$ cat src/rtl/cpu_pkg.sv
`default_nettype none
// ============================================================================
// Module   : cpu_pkg
// Purpose  : Shared widths, reset PC, fetch-entry record and fetch FSM states
//            for the Citrus CPU front end.
// Revision : 1.0 - initial release
// ============================================================================
package cpu_pkg;

   localparam int ADDR_W  = 16;
   localparam int INSTR_W = 32;

   localparam logic [ADDR_W-1:0] RESET_PC_DEFAULT = 16'h0000;

   // One fetched instruction together with the word address it came from
   typedef struct packed {
      logic [ADDR_W-1:0]  pc;
      logic [INSTR_W-1:0] instr;
   } fetch_entry_t;

   // Fetch sequencer states, explicitly encoded
   typedef enum logic [1:0] {
      S_BOOT  = 2'd0,
      S_RUN   = 2'd1,
      S_PAUSE = 2'd2
   } fetch_state_e;

endpackage : cpu_pkg
`default_nettype wire

$ cat src/rtl/fetch_queue.sv
`default_nettype none
// ============================================================================
// Module   : fetch_queue
// Purpose  : DEPTH-entry synchronous FIFO of fetch entries with push, pop and
//            flush. Head is read straight from storage registers.
// Revision : 1.0 - initial release
// ============================================================================
module fetch_queue
   import cpu_pkg::*;
#(
   parameter  int DEPTH = 2,
   localparam int PTR_W = $clog2(DEPTH),
   localparam int CNT_W = $clog2(DEPTH + 1)
) (
   input  logic               clk,
   input  logic               rst,
   input  logic               push,
   input  logic               pop,
   input  logic               flush,
   input  fetch_entry_t       push_entry,
   output fetch_entry_t       head_entry,
   output logic [CNT_W-1:0]   count,
   output logic               empty
);

   fetch_entry_t     mem_q [DEPTH];
   fetch_entry_t     mem_d [DEPTH];
   logic [PTR_W-1:0] wr_q, wr_d;
   logic [PTR_W-1:0] rd_q, rd_d;
   logic [CNT_W-1:0] count_q, count_d;

   logic full;
   logic push_ok;
   logic pop_ok;

   assign full       = (count_q == CNT_W'(DEPTH));
   assign empty      = (count_q == '0);
   assign count      = count_q;
   assign head_entry = mem_q[rd_q];

   // A push into a full queue is only legal when the head leaves the same cycle
   assign push_ok = push & (~full | pop);
   assign pop_ok  = pop & ~empty;

   // Next pointers, occupancy and storage; flush drops everything not yet read
   always_comb begin
      mem_d   = mem_q;
      wr_d    = wr_q;
      rd_d    = rd_q;
      count_d = count_q;
      if (push_ok) begin
         mem_d[wr_q] = push_entry;
         wr_d        = wr_q + PTR_W'(1);
      end
      if (flush) begin
         rd_d    = wr_d;
         count_d = '0;
      end else begin
         if (pop_ok) begin
            rd_d = rd_q + PTR_W'(1);
         end
         case ({push_ok, pop_ok})
            2'b10:   count_d = count_q + CNT_W'(1);
            2'b01:   count_d = count_q - CNT_W'(1);
            default: count_d = count_q;
         endcase
      end
   end

   // Queue state registers, all cleared on reset
   always_ff @(posedge clk) begin
      if (rst) begin
         wr_q    <= '0;
         rd_q    <= '0;
         count_q <= '0;
         for (int i = 0; i < DEPTH; i++) begin
            mem_q[i] <= '0;
         end
      end else begin
         wr_q    <= wr_d;
         rd_q    <= rd_d;
         count_q <= count_d;
         for (int i = 0; i < DEPTH; i++) begin
            mem_q[i] <= mem_d[i];
         end
      end
   end

endmodule : fetch_queue
`default_nettype wire

$ cat src/rtl/fetch_unit.sv
`default_nettype none
// ============================================================================
// Module   : fetch_unit
// Purpose  : Citrus instruction-fetch stage. Drives rom64k word address from
//            the PC, captures the returned word, queues {pc, instr} for decode
//            and handles redirects by flushing and reloading the PC.
// Revision : 1.0 - initial release
// ============================================================================
module fetch_unit
   import cpu_pkg::*;
#(
   parameter logic [ADDR_W-1:0] RESET_PC = RESET_PC_DEFAULT,
   parameter int                DEPTH    = 2
) (
   input  logic               clk,
   input  logic               rst,
   input  logic               fetch_en,
   output logic [ADDR_W-1:0]  rom_addr,
   input  logic [INSTR_W-1:0] rom_data,
   input  logic               redirect_valid,
   input  logic [ADDR_W-1:0]  redirect_pc,
   output logic               out_valid,
   input  logic               out_ready,
   output logic [INSTR_W-1:0] out_instr,
   output logic [ADDR_W-1:0]  out_pc
);

   localparam int CNT_W = $clog2(DEPTH + 1);

   fetch_state_e      state_q, state_d;
   logic [ADDR_W-1:0] pc_q, pc_d;

   logic              run_en;
   logic              push;
   logic              pop;
   logic              q_empty;
   logic [CNT_W-1:0]  q_count;
   fetch_entry_t      new_entry;
   fetch_entry_t      head;

   // The ROM sees the PC register directly; nothing sits in between
   assign rom_addr = pc_q;

   assign out_valid = ~q_empty;
   assign out_instr = head.instr;
   assign out_pc    = head.pc;

   assign pop       = out_valid & out_ready;
   assign push      = run_en & fetch_en & ~redirect_valid
                      & ((q_count < CNT_W'(DEPTH)) | pop);
   assign new_entry = '{pc: pc_q, instr: rom_data};

   // FSM state register
   always_ff @(posedge clk) begin
      if (rst) begin
         state_q <= S_BOOT;
      end else begin
         state_q <= state_d;
      end
   end

   // FSM next state: boot lasts one cycle, then fetch_en selects run or pause
   always_comb begin
      state_d = state_q;
      case (state_q)
         S_BOOT:  state_d = fetch_en ? S_RUN : S_PAUSE;
         S_RUN:   if (!fetch_en) state_d = S_PAUSE;
         S_PAUSE: if (fetch_en)  state_d = S_RUN;
         default: state_d = S_BOOT;
      endcase
   end

   // FSM output: fetching is only permitted from the run state
   always_comb begin
      run_en = 1'b0;
      if (state_q == S_RUN) begin
         run_en = 1'b1;
      end
   end

   // PC next value: redirect wins, otherwise advance (wrapping) on each push
   always_comb begin
      pc_d = pc_q;
      if (redirect_valid) begin
         pc_d = redirect_pc;
      end else if (push) begin
         pc_d = pc_q + ADDR_W'(1);
      end
   end

   // PC register
   always_ff @(posedge clk) begin
      if (rst) begin
         pc_q <= RESET_PC;
      end else begin
         pc_q <= pc_d;
      end
   end

   fetch_queue #(
      .DEPTH (DEPTH)
   ) u_queue (
      .clk        (clk),
      .rst        (rst),
      .push       (push),
      .pop        (pop),
      .flush      (redirect_valid),
      .push_entry (new_entry),
      .head_entry (head),
      .count      (q_count),
      .empty      (q_empty)
   );

endmodule : fetch_unit
`default_nettype wire

$ cat config.mk
export PLATFORM = sky130hd
export DESIGN_NAME = fetch_unit
export DESIGN_NICKNAME = d
export VERILOG_FILES = /design/src/rtl/cpu_pkg.sv /design/src/rtl/fetch_queue.sv /design/src/rtl/fetch_unit.sv
export SDC_FILE = /design/constraint.sdc
export NUM_CORES = 1
export LEC_CHECK = 0
export CAP_MARGIN = 20
export CORE_MARGIN = 1.5
export CORE_UTILIZATION = 38
export CTS_BUF_LIST = sky130_fd_sc_hd__clkbuf_16
export CTS_CLUSTER_DIAMETER = 50
export CTS_CLUSTER_SIZE = 28
export DETAILED_ROUTE_END_ITERATION = 12
export PLACE_DENSITY = 0.65
export SLEW_MARGIN = 0
export SYNTH_ARGS = -nofsm -noshare
export SYNTH_HDL_FRONTEND = slang
export SYNTH_SLANG_ARGS = --single-unit
$ cat constraint.sdc
create_clock -name clk -period 2.49 [get_ports clk]
set_clock_uncertainty 0.1 [all_clocks]
set_input_delay 0.498 -clock clk [delete_from_list [all_inputs] [get_ports clk]]
set_output_delay 0.498 -clock clk [all_outputs]
set_load 0.02 [all_outputs]
==> results of run 1 <==
per-stage QoR:
stage	setup slack, ps	hold slack [ps]	power (mW)
6_report	185.7	217.2	4.408
5_1_grt	119.4	206.6	4.582
3_3_place_gp	195.7	366.1	2.361
2_1_floorplan	254.9	354.4	2.165
3_5_place_dp	132.7	376.4	2.368
4_1_cts	3.240	190.2	4.459
flip-flops by register name (all words and copies together), names as in the netlist:
register,count
u_queue.mem_q,96
rom_addr,16
state_q,2
u_queue.count,2
u_queue.rd_q,1
u_queue.wr_q,1
per-layer routing:
metal / part of all wire [%] / track usage, % / vias up
li1: - / - / 1983
met1: 47 / 24.31 / 1939
met2: 45 / 29.32 / 149
met3: 6.4 / 5.357 / 19
met4: 1.8 / 7.304 / 0
met5: 0 / 0 / -
where the power goes:
| group | internal [mW] | switching, mW |
|---|---|---|
| Sequential | 1.92 | 0.0396 |
| Clock | 1.31 | 0.774 |
| Combinational | 0.190 | 0.172 |
what timing repair did:
action / 4_1_cts / 5_1_grt
setup buffers: 0 / 0
hold buffers: 0 / 0
endpoints found under the setup margin: 37 / 11
resized for setup: 37 / 11
critical path, cell delays in order, from the launching register on:
cell and delay [ps]:
dfxtp_2 370, buf_12 220, mux2_2 360, dlygate4sd2_1 330
cells in the mapped netlist:
cell         n  area, µm²
a221oi_1     1      8.760
inv_1        9      33.78
ha_1         4      50.05
o311ai_0     1      8.760
and2_0       1      6.260
nor4_1       2      12.51
or2_1        1      6.260
buf_2       15      75.07
dfxtp_1    118       2362
nor3_1       4      20.02
a211o_1      1      8.760
mux2_2      48      540.5
a2bb2oi_1    2      17.52
a211oi_1     1      7.510
inv_2        1      3.750
mux2i_1     97      970.9
nand2_1      7      26.28
clkbuf_1    15      56.30
o2111a_2     1      12.51
a32oi_1      4      35.03
nor2b_1      1      6.260
o22ai_1      1      6.260
nand3_1      6      30.03
a22oi_1      3      22.52
or2_2        1      6.260
o21ai_0      5      25.02
or3_1        2      12.51
buf_6        1      11.26
and2_1       2      12.51
a21oi_1     18      90.09
buf_1        4      15.01
nand4_1      2      12.51
a31oi_1      1      6.260
xnor2_1      4      35.03
nor2_1     109      409.1
xor2_1       3      26.28
a311oi_1     1      8.760
nor4_2       1      12.51
and4_1       2      17.52
nand4_2      1      12.51
and3_1       4      25.02
layout make-up:
class                           instances  area [µm²]  share of cell area [%]
Clock buffer                           17       425.4                   6.089
Clock inverter                         10       68.82                  0.9850
Inverter                               10       37.54                  0.5372
Multi-Input combinational cell        342        2534                   36.26
Sequential cell                       118        2364                   33.83
Tap cell                              176       220.2                   3.152
Timing Repair Buffer                  132        1338                   19.14
worst min path at each step:
stage | to | slack [ps] | cells past startpoint
after global routing | u_queue.count[1] | 210 | 2
final | u_queue.count[1] | 220 | 2
after detailed placement | u_queue.mem_q[88] | 380 | 2
after global placement | u_queue.mem_q[12] | 370 | 2
after CTS | u_queue.count[1] | 190 | 2
after floorplan | u_queue.mem_q[0] | 350 | 2
logic make-up (layout without fill, tap and decap cells):
| group | count (synthesis) | count (layout) | share of synthesized area, % |
|---|---|---|---|
| multiplexers | 145 | 145 | 29.83 |
| buffers and inverters | 45 | 169 | 3.852 |
| flip-flops | 118 | 118 | 46.63 |
| AND/OR/NAND/NOR | 146 | 146 | 12.40 |
| AO/OA/AOI/OAI | 40 | 40 | 5.088 |
| XOR/XNOR | 7 | 7 | 1.210 |
| adder cells (fa/ha/maj) | 4 | 4 | 0.9879 |
==> flow_summary_export.csv, run 1 <==
group,metric,value,unit
clock_tree,clk_pin_slew_worst_paths,50,ps
timing,hold_viol_final,0,
critical_path,r2r_start,"rom_addr[1]",
synthesis,syn_inst,505,
detailed_routing,viasPerCell,5.081,
run,cap_viol_max_count,0,
timing,setup_tns,0,ps
floorplan,io_pins,118,
critical_path,setup.worst_path.end,"out_instr[21]",
synthesis,ys_seq_elements,118,
placement,dp_hpwl,8.397,mm
critical_path,reg2reg_depth,6,
timing,slew_violations,0,
detailed_routing,detail_route.iter0.violations,179,
critical_path,path_class,"flop to primary output",
clock_tree,clockBufferDepth,2,
critical_path,rrSetupSlack,670,ps
synthesis,ys_seq_area_share,46.63,%
critical_path,critPathLaunchType,"flop",
layout,layout_common_cells,"dfxtp_1 (117), nor2_1 (109), mux2i_1 (97), clkdlybuf4s50_1 (68), mux2_2 (48)",
floorplan,die-area,14030,µm²
placement,place_inst,778,
grt,grtUsageTotal,18.69,%
min_path,hold_path_class,"primary input to flop",
detailed_routing,wl,12.41,mm
layout,layout_commonest_cell,"dfxtp_1",
floorplan,initial_utilization,38.56,%
placement,post_dp_cell_area,6511,µm²
clock_tree,cts_buffers,17,
layout,nNetsFinal,678,
clock_tree,htreeDepth,4,
grt,grt_max_degree,60,
synthesis,synth.avg_cell_area,10.03,µm²
clock_tree,root_buffer,"clkbuf_16",
layout,fin_util,53.18,%
placement,io_buffer_count,117,
floorplan,die_y,118.5,µm
detailed_routing,postRouteAntennaNets,0,
critical_path,end_kind,"primary output",
placement,gp_congestion,0.8242,
grt,antenna_found_initial,0,
grt,overflow,0,
layout,areaGrowthSynthToFinish,37.91,%
timing,finalCritPeriodShare,92.54,%
critical_path,cp.required,1890,ps
floorplan,coreArea,13140,µm²
critical_path,worstPathMaxFanout,29,
critical_path,worstReg2RegEnd,"rom_addr[8]",
critical_path,cp.arrival,1710,ps
clock_tree,clkLatencyLatePin,410,ps
timing,fmax,434.0,MHz
timing,rsz0062_at_grt,"false",
pwr,peakVddDrop,364.0,µV
synthesis,yosys.cell_types.count,41,
timing,setup_viol,0,
layout,final_cell_area,6987,µm²
timing,relSlewSlack,59.48,%
pwr,cellPowerDensity,630.9,nW/µm²
detailed_routing,drtPass1Iterations,4,
clock_tree,cts_num_sinks,118,
synthesis,syn-num-nets,562,
grt,grt_pass1_vias,4170,
synthesis,netlist_area,5066,µm²
detailed_routing,drc,0,
min_path,min_from,"rst",
floorplan,row_count,42,
detailed_routing,avgRoutedWirePerCell,15.42,µm
detailed_routing,vias,4090,
timing,period_minus_slack,2304,ps
grt,grt_pass1_wl,20.79,mm
layout,final_layout_size_suffix_gt1_share,14.94,%
pwr,cellLeakagePower,2.879,nW
floorplan,die_x,118.5,µm
outcome,status,"completed",
layout,antennaDiodeCount,0,
layout,final_cell_count_no_fill,805,
critical_path,critPathLaunch,"u_queue.rd_q",
layout,nFillCells,1214,
clock_tree,tritoncts,"yes",
synthesis,ys_warn_count,0,
timing,tightestPinTransition,607.8,ps
No activity file was read; power rests on OpenSTA's default activity.
==> run 2, diff against run 1 <==
CORE_ASPECT_RATIO = 1.4   (was default)
==> run 2 against run 1 <==
Effect of this change: worst hold slack better by 76 ps; worst setup slack got worse by 130 ps; design area is 1.1% higher; global-route usage decreased by 0.36 points; utilization increased by 1.4 points; critical path depth unchanged; non-clock buffer count unchanged; critical path type unchanged; highest routed layer unchanged.
==> flow_summary_export.csv, run 2 (synthesis results as in run 1) <==
group,metric,value,unit
min_path,hold_path_class,"primary input to flop",
grt,antenna_found_initial,0,
pwr,cellPowerDensity,682.2,nW/µm²
critical_path,max_stage_delay,540,ps
clock_tree,htreeDepth,4,
detailed_routing,avgRoutedWirePerCell,15.42,µm
clock_tree,cts_num_sinks,118,
grt,overflow,0,
min_path,min_from,"rst",
clock_tree,tritoncts,"yes",
timing,fmax,411.4,MHz
timing,finalCritPeriodShare,97.61,%
layout,nFillCells,1164,
critical_path,end_kind,"primary output",
floorplan,die_y,139.6,µm
timing,setup_viol,0,
grt,grt_pass1_wl,20.22,mm
grt,grt_max_degree,64,
critical_path,worstPathMaxFanout,9,
timing,hold_viol_final,0,
run,cap_viol_max_count,0,
layout,areaGrowthSynthToFinish,39.49,%
detailed_routing,vias,4027,
critical_path,cp_cell_sequence,"buf_4 > mux2_2 > clkdlybuf4s50_1",
layout,regMostFlops,"u_queue.mem_q",
timing,worst_slack,59.47,ps
critical_path,r2r_start,"state_q[1]",
clock_tree,root_buffer,"clkbuf_16",
layout,layout_common_cells,"dfxtp_1 (117), nor2_1 (109), mux2i_1 (97), clkdlybuf4s50_1 (72), mux2_2 (48)",
grt,grtUsageTotal,18.33,%
critical_path,crit_family,"buffers and inverters",
timing,relSlewSlack,71.55,%
detailed_routing,postRouteAntennaNets,0,
clock_tree,clkLatencyLatePin,400,ps
placement,dp_hpwl,8.489,mm
critical_path,critPathBufInv,2,
critical_path,path_class,"flop to primary output",
timing,slew_violations,0,
layout,largest_register_ffs,96,
detailed_routing,drc,0,
detailed_routing,detail_route.iter0.violations,183,
layout,final_cell_count_no_fill,812,
timing,setup_tns,0,ps
placement,io_buffer_count,117,
critical_path,cp.arrival,1830,ps
critical_path,slowest_stage,"clkdlybuf4s50_1",
timing,rsz0062_at_grt,"false",
layout,layout_commonest_cell,"dfxtp_1",
timing,hold-worst-slack,293.5,ps
grt,grt_pass1_vias,4124,
pwr,fin_total_pwr,4.821,mW
placement,place_ws,56.73,ps
clock_tree,clk_pin_slew_worst_paths,60,ps
floorplan,coreArea,12940,µm²
critical_path,cp.required,1890,ps
placement,gp_congestion,0.8444,
floorplan,io_pins,118,
layout,nNetsFinal,678,
layout,antennaDiodeCount,0,
placement,place_inst,780,
floorplan,die-area,14040,µm²
critical_path,critPathLaunch,"u_queue.rd_q",
timing,tightestPinTransition,426.8,ps
floorplan,initial_utilization,39.16,%
layout,final_layout_size_suffix_gt1_share,15.93,%
pwr,peakVddDrop,423.2,µV
outcome,status,"completed",
timing,period_minus_slack,2431,ps
detailed_routing,drtPass1Iterations,4,
clock_tree,clockBufferDepth,2,
floorplan,die_x,100.6,µm
critical_path,critPathLaunchType,"flop",
clock_tree,cts_buffers,17,
detailed_routing,viasPerCell,4.959,
floorplan,row_count,49,
pwr,cellLeakagePower,2.804,nW
clock_tree,postCtsSetupBuffers,0,
detailed_routing,wl,12.52,mm
-- run 2: changes by cell type in the layout (fill, tap and decap cells not counted) --
cell	delta
clkinv_2	-2
clkinv_4	+1
clkdlybuf4s50_1	+4
ha_4	-2
dlygate4sd2_1	+3
clkinvlp_4	+5
clkinv_1	-3
bufinv_16	+3
dlymetal6s2s_1	-7
ha_2	+2
inv_1	+1
-- run 2: metal layers --
metal  part of all wire (%)  vias to the layer above  wire, µm  track usage, %
met4                    2.0                        0       251           7.487
met5                      0                        -         0               0
met2                     54                       99      6703           33.32
met1                     41                     1931      5099           20.25
met3                    3.7                       18       466           3.968
li1                       -                     1979         -               -
-- run 2: layout make-up --
cell class	count	area [µm²]	share of cell area, %
sequential	118	2364	33.45
clock inverter	15	187.7	2.656
inverter	10	37.54	0.5312
tap	178	222.7	3.152
clock buffer	17	425.4	6.020
multi-input combinational	342	2514	35.57
timing repair buffer	132	1316	18.63
-- run 2: where the power goes --
group / leakage (nW) / switching (mW) / internal (mW) / total (mW)
clock network: 0.287 / 0.844 / 1.66 / 2.50
registers: 0.955 / 0.0403 / 1.92 / 1.96
logic: 1.56 / 0.172 / 0.186 / 0.358
-- run 2: what timing repair did --
item / in CTS / in global routing
endpoints found under the setup margin: 40 / 4
hold buffers: 0 / 0
cloned: 0 / 0
pin swaps: 0 / 0
resized for setup: 40 / 4
-- run 2: final timing paths --
path | depth (start not counted) | endpoint | slack [ps]
min | 2 | rom_addr[8] | 290
max reg2reg | 6 | u_queue.mem_q[26] | 710
max | 3 | out_pc[14] | 60
min reg2reg | 2 | u_queue.mem_q[72] | 380
-- run 2: through the flow --
stage / area (µm²) / util [%]
2_1_floorplan: 5066 / -
3_3_place_gp: 6494 / 50.20
3_5_place_dp: 6494 / 50.20
4_1_cts: 7057 / 54.55
5_1_grt: 7067 / 54.63
6_report: 7067 / 54.63
